--- config.mk ---
export PLATFORM = sky130hd
export DESIGN_NAME = switch_led_sequencer_flat
export DESIGN_NICKNAME = d
export VERILOG_FILES = /design/src/rtl/switch_led_sequencer_if.sv /design/src/rtl/switch_led_sequencer.sv /design/src/flat_wrapper.sv
export SDC_FILE = /design/constraint.sdc
export NUM_CORES = 1
export LEC_CHECK = 0
export CAP_MARGIN = 20
export CORE_UTILIZATION = 56
export CTS_BUF_LIST = sky130_fd_sc_hd__clkbuf_8
export DETAILED_ROUTE_END_ITERATION = 6
export PLACE_DENSITY = 0.78
export SLEW_MARGIN = 15
export SYNTH_ARGS = -nofsm -noshare
export SYNTH_HDL_FRONTEND = slang
export SYNTH_HIERARCHICAL = 1
export SYNTH_SLANG_ARGS = --single-unit
--- constraint.sdc ---
create_clock -name clk -period 2.15 [get_ports clk]
set_clock_uncertainty 0.05 [all_clocks]
set_input_delay 0.3225 -clock clk [delete_from_list [all_inputs] [get_ports clk]]
set_output_delay 0.3225 -clock clk [all_outputs]
set_load 0.05 [all_outputs]
--- src/rtl/switch_led_sequencer_if.sv ---
// Board-side bundle for switch_led_sequencer: raw switches and mode button in, LED drive and mode out.
interface switch_led_sequencer_if;
  logic [15:0] SW;
  logic        BTN_MODE;
  logic [15:0] LED;
  logic [1:0]  MODE;

  modport master (output SW, output BTN_MODE, input LED, input MODE);
  modport slave  (input SW, input BTN_MODE, output LED, output MODE);
endinterface

--- src/rtl/switch_led_sequencer.sv ---
// Switch/LED controller: synchronised, debounced switches and mode button feed a PASS/WALK/HOLD FSM.
// Build macro SWLED_BOUNCE_EN turns the WALK wrap pattern into a ping-pong one-hot.

module switch_led_sequencer_debounce #(
  parameter int WIDTH      = 1,
  parameter int DEB_CYCLES = 4
) (
  input  logic             clk,
  input  logic             rst_n,
  input  logic [WIDTH-1:0] raw_i,
  output logic [WIDTH-1:0] deb_o
);
  localparam int CW = $clog2(DEB_CYCLES) + 1;
  localparam logic [CW-1:0] CntMax = CW'(DEB_CYCLES - 1);

  logic [WIDTH-1:0] sync1_q, sync2_q, prev_q;
  logic [WIDTH-1:0] deb_q, deb_d;
  logic [CW-1:0]    cnt_q, cnt_d;

  // Any bounce in the synchronised sample restarts the stability count.
  always_comb begin
    deb_d = deb_q;
    cnt_d = '0;
    if ((sync2_q == prev_q) && (sync2_q != deb_q)) begin
      if (cnt_q == CntMax) begin
        deb_d = sync2_q;
      end else begin
        cnt_d = cnt_q + 1'b1;
      end
    end
  end

  always_ff @(posedge clk or negedge rst_n) begin
    if (!rst_n) begin
      sync1_q <= '0;
      sync2_q <= '0;
      prev_q  <= '0;
      deb_q   <= '0;
      cnt_q   <= '0;
    end else begin
      sync1_q <= raw_i;
      sync2_q <= sync1_q;
      prev_q  <= sync2_q;
      deb_q   <= deb_d;
      cnt_q   <= cnt_d;
    end
  end

  assign deb_o = deb_q;
endmodule

module switch_led_sequencer #(
  parameter int DEB_CYCLES = 4,
  parameter int TICK_DIV   = 10
) (
  input  logic                    clk,
  input  logic                    rst_n,
  switch_led_sequencer_if.slave   bus
);
  typedef enum logic [1:0] {
    ModePass    = 2'b00,
    ModeWalk    = 2'b01,
    ModeHold    = 2'b10,
    ModeIllegal = 2'b11
  } mode_e;

  localparam int TW = $clog2(TICK_DIV + 1);
  localparam logic [TW-1:0] TickMax = TW'(TICK_DIV - 1);

  logic [15:0]   swDeb;
  logic          btnDeb;
  logic          btnDebPrev_q;
  logic          pressPulse;
  mode_e         state_q, state_d;
  logic [15:0]   led_q, led_d;
  logic [TW-1:0] tick_q, tick_d;
`ifdef SWLED_BOUNCE_EN
  logic          dirRight_q, dirRight_d;
`endif

  switch_led_sequencer_debounce #(.WIDTH(16), .DEB_CYCLES(DEB_CYCLES)) u_swDeb (
    .clk   (clk),
    .rst_n (rst_n),
    .raw_i (bus.SW),
    .deb_o (swDeb)
  );

  switch_led_sequencer_debounce #(.WIDTH(1), .DEB_CYCLES(DEB_CYCLES)) u_btnDeb (
    .clk   (clk),
    .rst_n (rst_n),
    .raw_i (bus.BTN_MODE),
    .deb_o (btnDeb)
  );

  assign pressPulse = btnDeb & ~btnDebPrev_q;

  // A press always wins over a coincident WALK tick: the LED update is keyed on the next mode.
  always_comb begin
    state_d = state_q;
    led_d   = led_q;
    tick_d  = tick_q;
`ifdef SWLED_BOUNCE_EN
    dirRight_d = dirRight_q;
`endif
    case (state_q)
      ModePass: if (pressPulse) state_d = ModeWalk;
      ModeWalk: if (pressPulse) state_d = ModeHold;
      ModeHold: if (pressPulse) state_d = ModePass;
      default:  state_d = ModePass;
    endcase

    if (state_d == ModePass) begin
      led_d = swDeb;
    end else if ((state_q != ModeWalk) && (state_d == ModeWalk)) begin
      tick_d = '0;
`ifdef SWLED_BOUNCE_EN
      led_d      = 16'h0001;
      dirRight_d = 1'b0;
`else
      led_d = 16'h0000;
`endif
    end else if ((state_q == ModeWalk) && (state_d == ModeWalk)) begin
      if (tick_q == TickMax) begin
        tick_d = '0;
`ifdef SWLED_BOUNCE_EN
        if (!dirRight_q) begin
          if (led_q[15]) begin
            led_d      = {1'b0, led_q[15:1]};
            dirRight_d = 1'b1;
          end else begin
            led_d = {led_q[14:0], 1'b0};
          end
        end else begin
          if (led_q[0]) begin
            led_d      = {led_q[14:0], 1'b0};
            dirRight_d = 1'b0;
          end else begin
            led_d = {1'b0, led_q[15:1]};
          end
        end
`else
        led_d = (led_q == 16'h0000) ? 16'h0001 : {led_q[14:0], 1'b0};
`endif
      end else begin
        tick_d = tick_q + 1'b1;
      end
    end
  end

  always_ff @(posedge clk or negedge rst_n) begin
    if (!rst_n) begin
      state_q      <= ModePass;
      led_q        <= 16'h0000;
      tick_q       <= '0;
      btnDebPrev_q <= 1'b0;
`ifdef SWLED_BOUNCE_EN
      dirRight_q   <= 1'b0;
`endif
    end else begin
      state_q      <= state_d;
      led_q        <= led_d;
      tick_q       <= tick_d;
      btnDebPrev_q <= btnDeb;
`ifdef SWLED_BOUNCE_EN
      dirRight_q   <= dirRight_d;
`endif
    end
  end

  assign bus.LED  = led_q;
  assign bus.MODE = state_q;
endmodule
--- src/flat_wrapper.sv ---
// flat-port wrapper written by rule: the top's interface ports become plain ports
module switch_led_sequencer_flat 
#(
  parameter int DEB_CYCLES = 4,
  parameter int TICK_DIV   = 10
)
  (clk, rst_n, bus_SW, bus_BTN_MODE, bus_LED, bus_MODE);
  switch_led_sequencer_if bus_i ();
  input  logic clk;
  input  logic rst_n;
  input wire logic [$bits(bus_i.SW)-1:0] bus_SW;
  input wire logic [$bits(bus_i.BTN_MODE)-1:0] bus_BTN_MODE;
  output wire logic [$bits(bus_i.LED)-1:0] bus_LED;
  output wire logic [$bits(bus_i.MODE)-1:0] bus_MODE;
  assign bus_i.SW = bus_SW;
  assign bus_i.BTN_MODE = bus_BTN_MODE;
  assign bus_LED = bus_i.LED;
  assign bus_MODE = bus_i.MODE;
  switch_led_sequencer #(.DEB_CYCLES(DEB_CYCLES), .TICK_DIV(TICK_DIV)) u_core (.clk(clk), .rst_n(rst_n), .bus(bus_i));
endmodule
# Yosys cells after proc, flatten, opt, wreduce, memory -nomap -nowiden
# Index checks and enable logic that the tools add are counted.
[totals] reg_bits=97 latch_bits=0 ramBits=0 mem_bits_ro=0 input_bits=19 output_inout_bits=18 elab_cells=61 n_memories=0
[op_classes] addsub=3 mul=0 div_mod_pow=0 order_cmp=0 eq_ne=11 n_shift=0 mux=16 bitwise=3 reduce_logical=14
[ops] operator="$mux W16" count=5
[ops] operator="$eq A16 B16 Y1" count=1
[ops] operator="$logic_not A16 Y1" count=1
[ops] operator="$ne A16 B16 Y1" count=1
[ops] operator="$mux W3" count=4
[ops] operator="$mux W4" count=3
[ops] operator="$reduce_and A2 Y1" count=4
[ops] operator="$add A3 B1 Y3 const B" count=2
[ops] operator="$eq A3 B2 Y1 const B" count=2
[ops] operator="$mux W2" count=3
[ops] operator="$pmux W2 S3" count=1
[ops] operator="$reduce_bool A3 Y1" count=2
[ops] operator="$add A4 B1 Y4 const B" count=1
[ops] operator="$eq A2 B1 Y1 const B" count=2
[ops] operator="$eq A4 B4 Y1 const B" count=1
[ops] operator="$logic_and A1 B1 Y1" count=4
[ops] operator="$logic_not A2 Y1" count=2
[ops] operator="$eq A2 B2 Y1 const B" count=1
[ops] operator="$ne A2 B1 Y1 const B" count=1
[ops] operator="$not A1 Y1" count=2
[ops] operator="$reduce_bool A2 Y1" count=1
[ops] operator="$and A1 B1 Y1" count=1
[ops] operator="$eq A1 B1 Y1" count=1
[ops] operator="$ne A1 B1 Y1" count=1

# Depth between registers and ports, before layout
[depth] depth_word=9 depth_mapped=8 mapped_depth_nobuf=6

# Hierarchy
# Netlist, hierarchy kept.
[modules_own_cells] module="switch_led_sequencer_debounce (u_core.u_swDeb)" n_inst=1 cells_per_inst=133 area_per_inst_um2=2323.5 seq_area_each_um2=1676.6
[modules_own_cells] module="switch_led_sequencer" n_inst=1 cells_per_inst=155 area_per_inst_um2=1428.9 seq_area_each_um2=575.6
[modules_own_cells] module="switch_led_sequencer_debounce (u_core.u_btnDeb)" n_inst=1 cells_per_inst=20 area_per_inst_um2=265.3 seq_area_each_um2=175.2

# Worst setup path after synthesis
# Ideal clock, no wire load.
[synth_path] path_kind="reg2reg" from="register u_core.u_swDeb.sync2_q[0]" to="register u_core.u_swDeb.deb_q[10] (netlist: u_core/u_swDeb/deb_o[10])" arrival_ns=1.652 required_time_ns=1.975 slack_ns=0.323 path_stages_with_launch=7 path_buffers=1 period_less_slack_ns=1.827 path_cell_list="dfrtp_1 > xnor2_1 > nand4_1 > nor4_4 > nand3_4 > buf_6 > mux2_4"
[synth_via] elab_chain_len=3 elab_cells_between_ends=4
[synth_rtl] element="start: declaration" line="switch_led_sequencer.sv:16" rtl="logic [WIDTH-1:0] sync1_q, sync2_q, prev_q;"
[synth_rtl] element="start signal: assignment" line="switch_led_sequencer.sv:42" rtl="sync2_q <= sync1_q;"
[synth_rtl] element="$eq A16 B16 Y1 or $ne A16 B16 Y1 (tied branches)" line="switch_led_sequencer.sv:24" rtl="if ((sync2_q == prev_q) && (sync2_q != deb_q)) begin"
[synth_rtl] element="$logic_and A1 B1 Y1 (*)" line="switch_led_sequencer.sv:24"
[synth_rtl] element="$reduce_and A2 Y1 (no line) (*)"
[synth_rtl] element="end signal: assignment" line="switch_led_sequencer.sv:38" rtl="deb_q <= '0;"
[synth_rtl] element="end signal: assignment" line="switch_led_sequencer.sv:44" rtl="deb_q <= deb_d;"
[synth_rtl] element="end: declaration" line="switch_led_sequencer.sv:17" rtl="logic [WIDTH-1:0] deb_q, deb_d;"
# Every way passes the cells marked *; elsewhere a longest branch is shown, timed or not.
# A chain may end at the register's enable or synchronous reset.

# Worst setup path in the final report
[layout_path] from="register u_core.u_swDeb.sync2_q[1]" to="register u_core.u_swDeb.deb_q[3] (netlist: u_core/u_swDeb/deb_o[3])"
# Same word-level chain as after synthesis.

==> flow_summary.toml <==
[placement]
dp_slack_ns = 0.06916
dp_hpwl_um = 4884
io_buffers = 36
dp_cells = 434
dpl-instance-area_mm2 = 0.004491
gp_congestion = 0.8103

[setup_path]
crit_type = "flip-flop to flip-flop"
crit_path_start_kind = "flip-flop"
crit_slowest_cell = "dfrtp_1"
worst_ep_arrival_time_ns = 2.26
cpLargestDelayFamily = "simple AND/OR/NAND/NOR gates"
slowest_delay_ns = 0.45
required_ns = 2.34
crit_fanout = 9
endpoint_kind = "flip-flop"
crit_buf_inv = 1
crit_chain = "xor2_1 > nor4_1 > nand4_1 > nand3_4 > buf_12 > mux2_2"

[floorplanning]
ioPinCount = 37
core_mm2 = 0.006869
initial_core_util = 0.5849
die-area_mm2 = 0.007517
die_w_um = 86.70
fp-row-count = 30
die_h_um = 86.70

[global_route]
grt_max_degree = 98
grt_overflow = 0
antenna_found_initial = 0
grt_pass1_wl_um = 12030
grt_pass1_vias = 2524
track_usage = 0.2131

[routing]
top_layer = "met4"
vias_per_cell = 5.617
drt_pass1_iterations = 4
first_iter_violations = 116
wirelength_um = 7131
wl_met3_um = 312
wire_per_inst_um = 15.71
wl_met2_um = 3302
ant_nets = 0
vias = 2550
drcViolationCount = 0
wl_met1_um = 3278

[clocking]
cts_tree = "built"
post_cts_resized = 0
numCtsBuffers = 9
htreeDepth = 3
path_clk_slew_ns = 0.09
clock_latency_ns = 0.35
cts_sinks = 97
clockBufferDepth = 2
cts-root-buf = "clkbuf_8"

[sta]
max_slew_margin = 0.6314
hold_ws_ns = 0.3028
fmax_mhz = 482.1
setup_viol = 0
drv_slew = 0
worst_pin_slew_ns = 0.5529
min_period_ns = 2.074
setup_ws_ns = 0.07572
period_share = 0.9648
hold_viol = 0

[power_and_ir_drop]
seq_power_share = 0.555
ir_worst_vdd_uv = 467.3
sw_frac_of_total = 0.2899
pwr-share-comb = 0.150
power.internal_w = 0.002538
power_density_mw_per_mm2 = 758.8
p_switching_w = 0.001036
p_leak_nw = 2.055
power_frac_clock = 0.295

[synth]
synth.most_common_cell = "dfrtp_1"
synthTopCellsByArea = "dfrtp_1 60%, mux2_4 3.7%, xnor2_1 3.7%"
ys_types = 44
synth-edff-count = 0
syn_nets = 331
yosys-top-cells-count = "97 x dfrtp_1, 20 x o21ai_0, 17 x xnor2_1"
avgSynthCellArea_um2 = 13.04
synth_top_area_share = 0.6042
synth_top_area_cell = "dfrtp_1"
seq_area_frac_synth = 0.6042
yosys_warnings = 6
syn_area_mm2 = 0.004018
synth-main-ff-cell = "dfrtp_1"
synthArstFlopShare = 1.000
postSynthCellCount = 308
yosys_register_bits = 97

[finish]
drive_gt1_frac = 0.1508
layout.cells.non_filler = 454
nets = 376
antenna_cells = 0
design_area_mm2 = 0.004711
final_util = 0.6858
syn_to_final_growth_pct = 17.25

[hold_path]
min_path_type = "flip-flop to flip-flop"

[flow_run]
maxCapViolCount = 0

[outcome]
outcome = "finished, final reports clean"
## layout by cell type, fill, tap and decap left out, drive strengths merged, types with 2 or more instances in the layout
cell	count
clkbuf	9
xnor2	17
mux2	18
o2bb2ai	14
nor3b	2
clkdlybuf4s50	33
inv	8
nor3	4
a21oi	3
a22oi	14
clkinv	2
nand2b	16
nor4b	2
nand2	15
a211oi	3
dfrtp	97
nor2	4
nor2b	4
xor2	16
nand3	3
clkinvlp	2
nor4	9
buf	14
nand4	7
nand3b	2
o21ai	20
ha	4
a211o	2
## worst paths after layout
| path | start | to | slack (ns) | cells past startpoint |
|---|---|---|---|---|
| worst max-delay path | u_core/u_swDeb/sync2_q[1] | u_core/u_swDeb/deb_o[3] | 0.08 | 6 |
| min in group asynchronous | rst_n | u_core/u_swDeb/prev_q[7] | 0.51 | 3 |
| worst max register to register | u_core/u_swDeb/sync2_q[1] | u_core/u_swDeb/deb_o[3] | 0.08 | 6 |
| max in group asynchronous | rst_n | u_core/u_swDeb/deb_o[6] | 1.18 | 3 |
| worst min register to register | u_core/u_swDeb/sync1_q[12] | u_core/u_swDeb/sync2_q[12] | 0.30 | 0 |
| worst min-delay path | u_core/u_swDeb/sync1_q[12] | u_core/u_swDeb/sync2_q[12] | 0.30 | 0 |
## cell type report
class	count	area [um^2]
Fill cell	484	2158
Timing Repair Buffer	48	483.0
Sequential cell	97	2427
Tap cell	96	120.1
Multi-Input combinational cell	192	1486
Clock inverter	7	51.30
Inverter	5	18.77
Clock buffer	9	123.9
## flip-flops by register name (all words and copies together) (netlist names), 2 cells and up
name and cells:
u_core/u_swDeb/cnt_q 3, u_core/tick_q 4, u_core/u_swDeb/sync1_q 16, u_core/bus.LED 16, u_core/u_btnDeb/cnt_q 3, u_core/u_swDeb/sync2_q 16, u_core/u_swDeb/prev_q 16, u_core/u_swDeb/deb_o 16
u_core/bus.MODE 2
## power by group through the flow
stage / Sequential (W) / Clock, W / Combinational (W)
after floorplan: 0.00203 / 0 / 0.000364
after global placement: 0.00201 / 0 / 0.000530
after detailed placement: 0.00202 / 0 / 0.000534
after CTS: 0.00198 / 0.00109 / 0.000536
after global routing: 0.00200 / 0.00117 / 0.000581
final: 0.00198 / 0.00106 / 0.000535
## stage by stage
step / total power [W] / setup TNS (ns)
2_1_floorplan: 0.002394 / 0
3_3_place_gp: 0.002544 / 0
3_5_place_dp: 0.002555 / 0
4_1_cts: 0.003613 / 0
5_1_grt: 0.003753 / -0.0001275
6_report: 0.003574 / 0
## cells by family after synthesis
kind of cell / share of synthesized area
flops: 0.6042
buf+inv: 0.02585
fa+ha+maj: 0.01246
mux: 0.06229
simple gates: 0.1162
xor+xnor: 0.07194
compound gates: 0.1071
## timing repair
action                     4_1_cts  5_1_grt
hold buffers                     1        0
hold endpoints to repair        97        0
setup endpoints to repair        0        9
buffers inserted                 0        3
## layer usage
metal,vias up,GRT usage
li1,1188,-
met1,1268,0.2948
met2,73,0.3167
met3,21,0.05333
met4,0,0.1045
met5,-,0
Power figures use the tool's default switching activity.
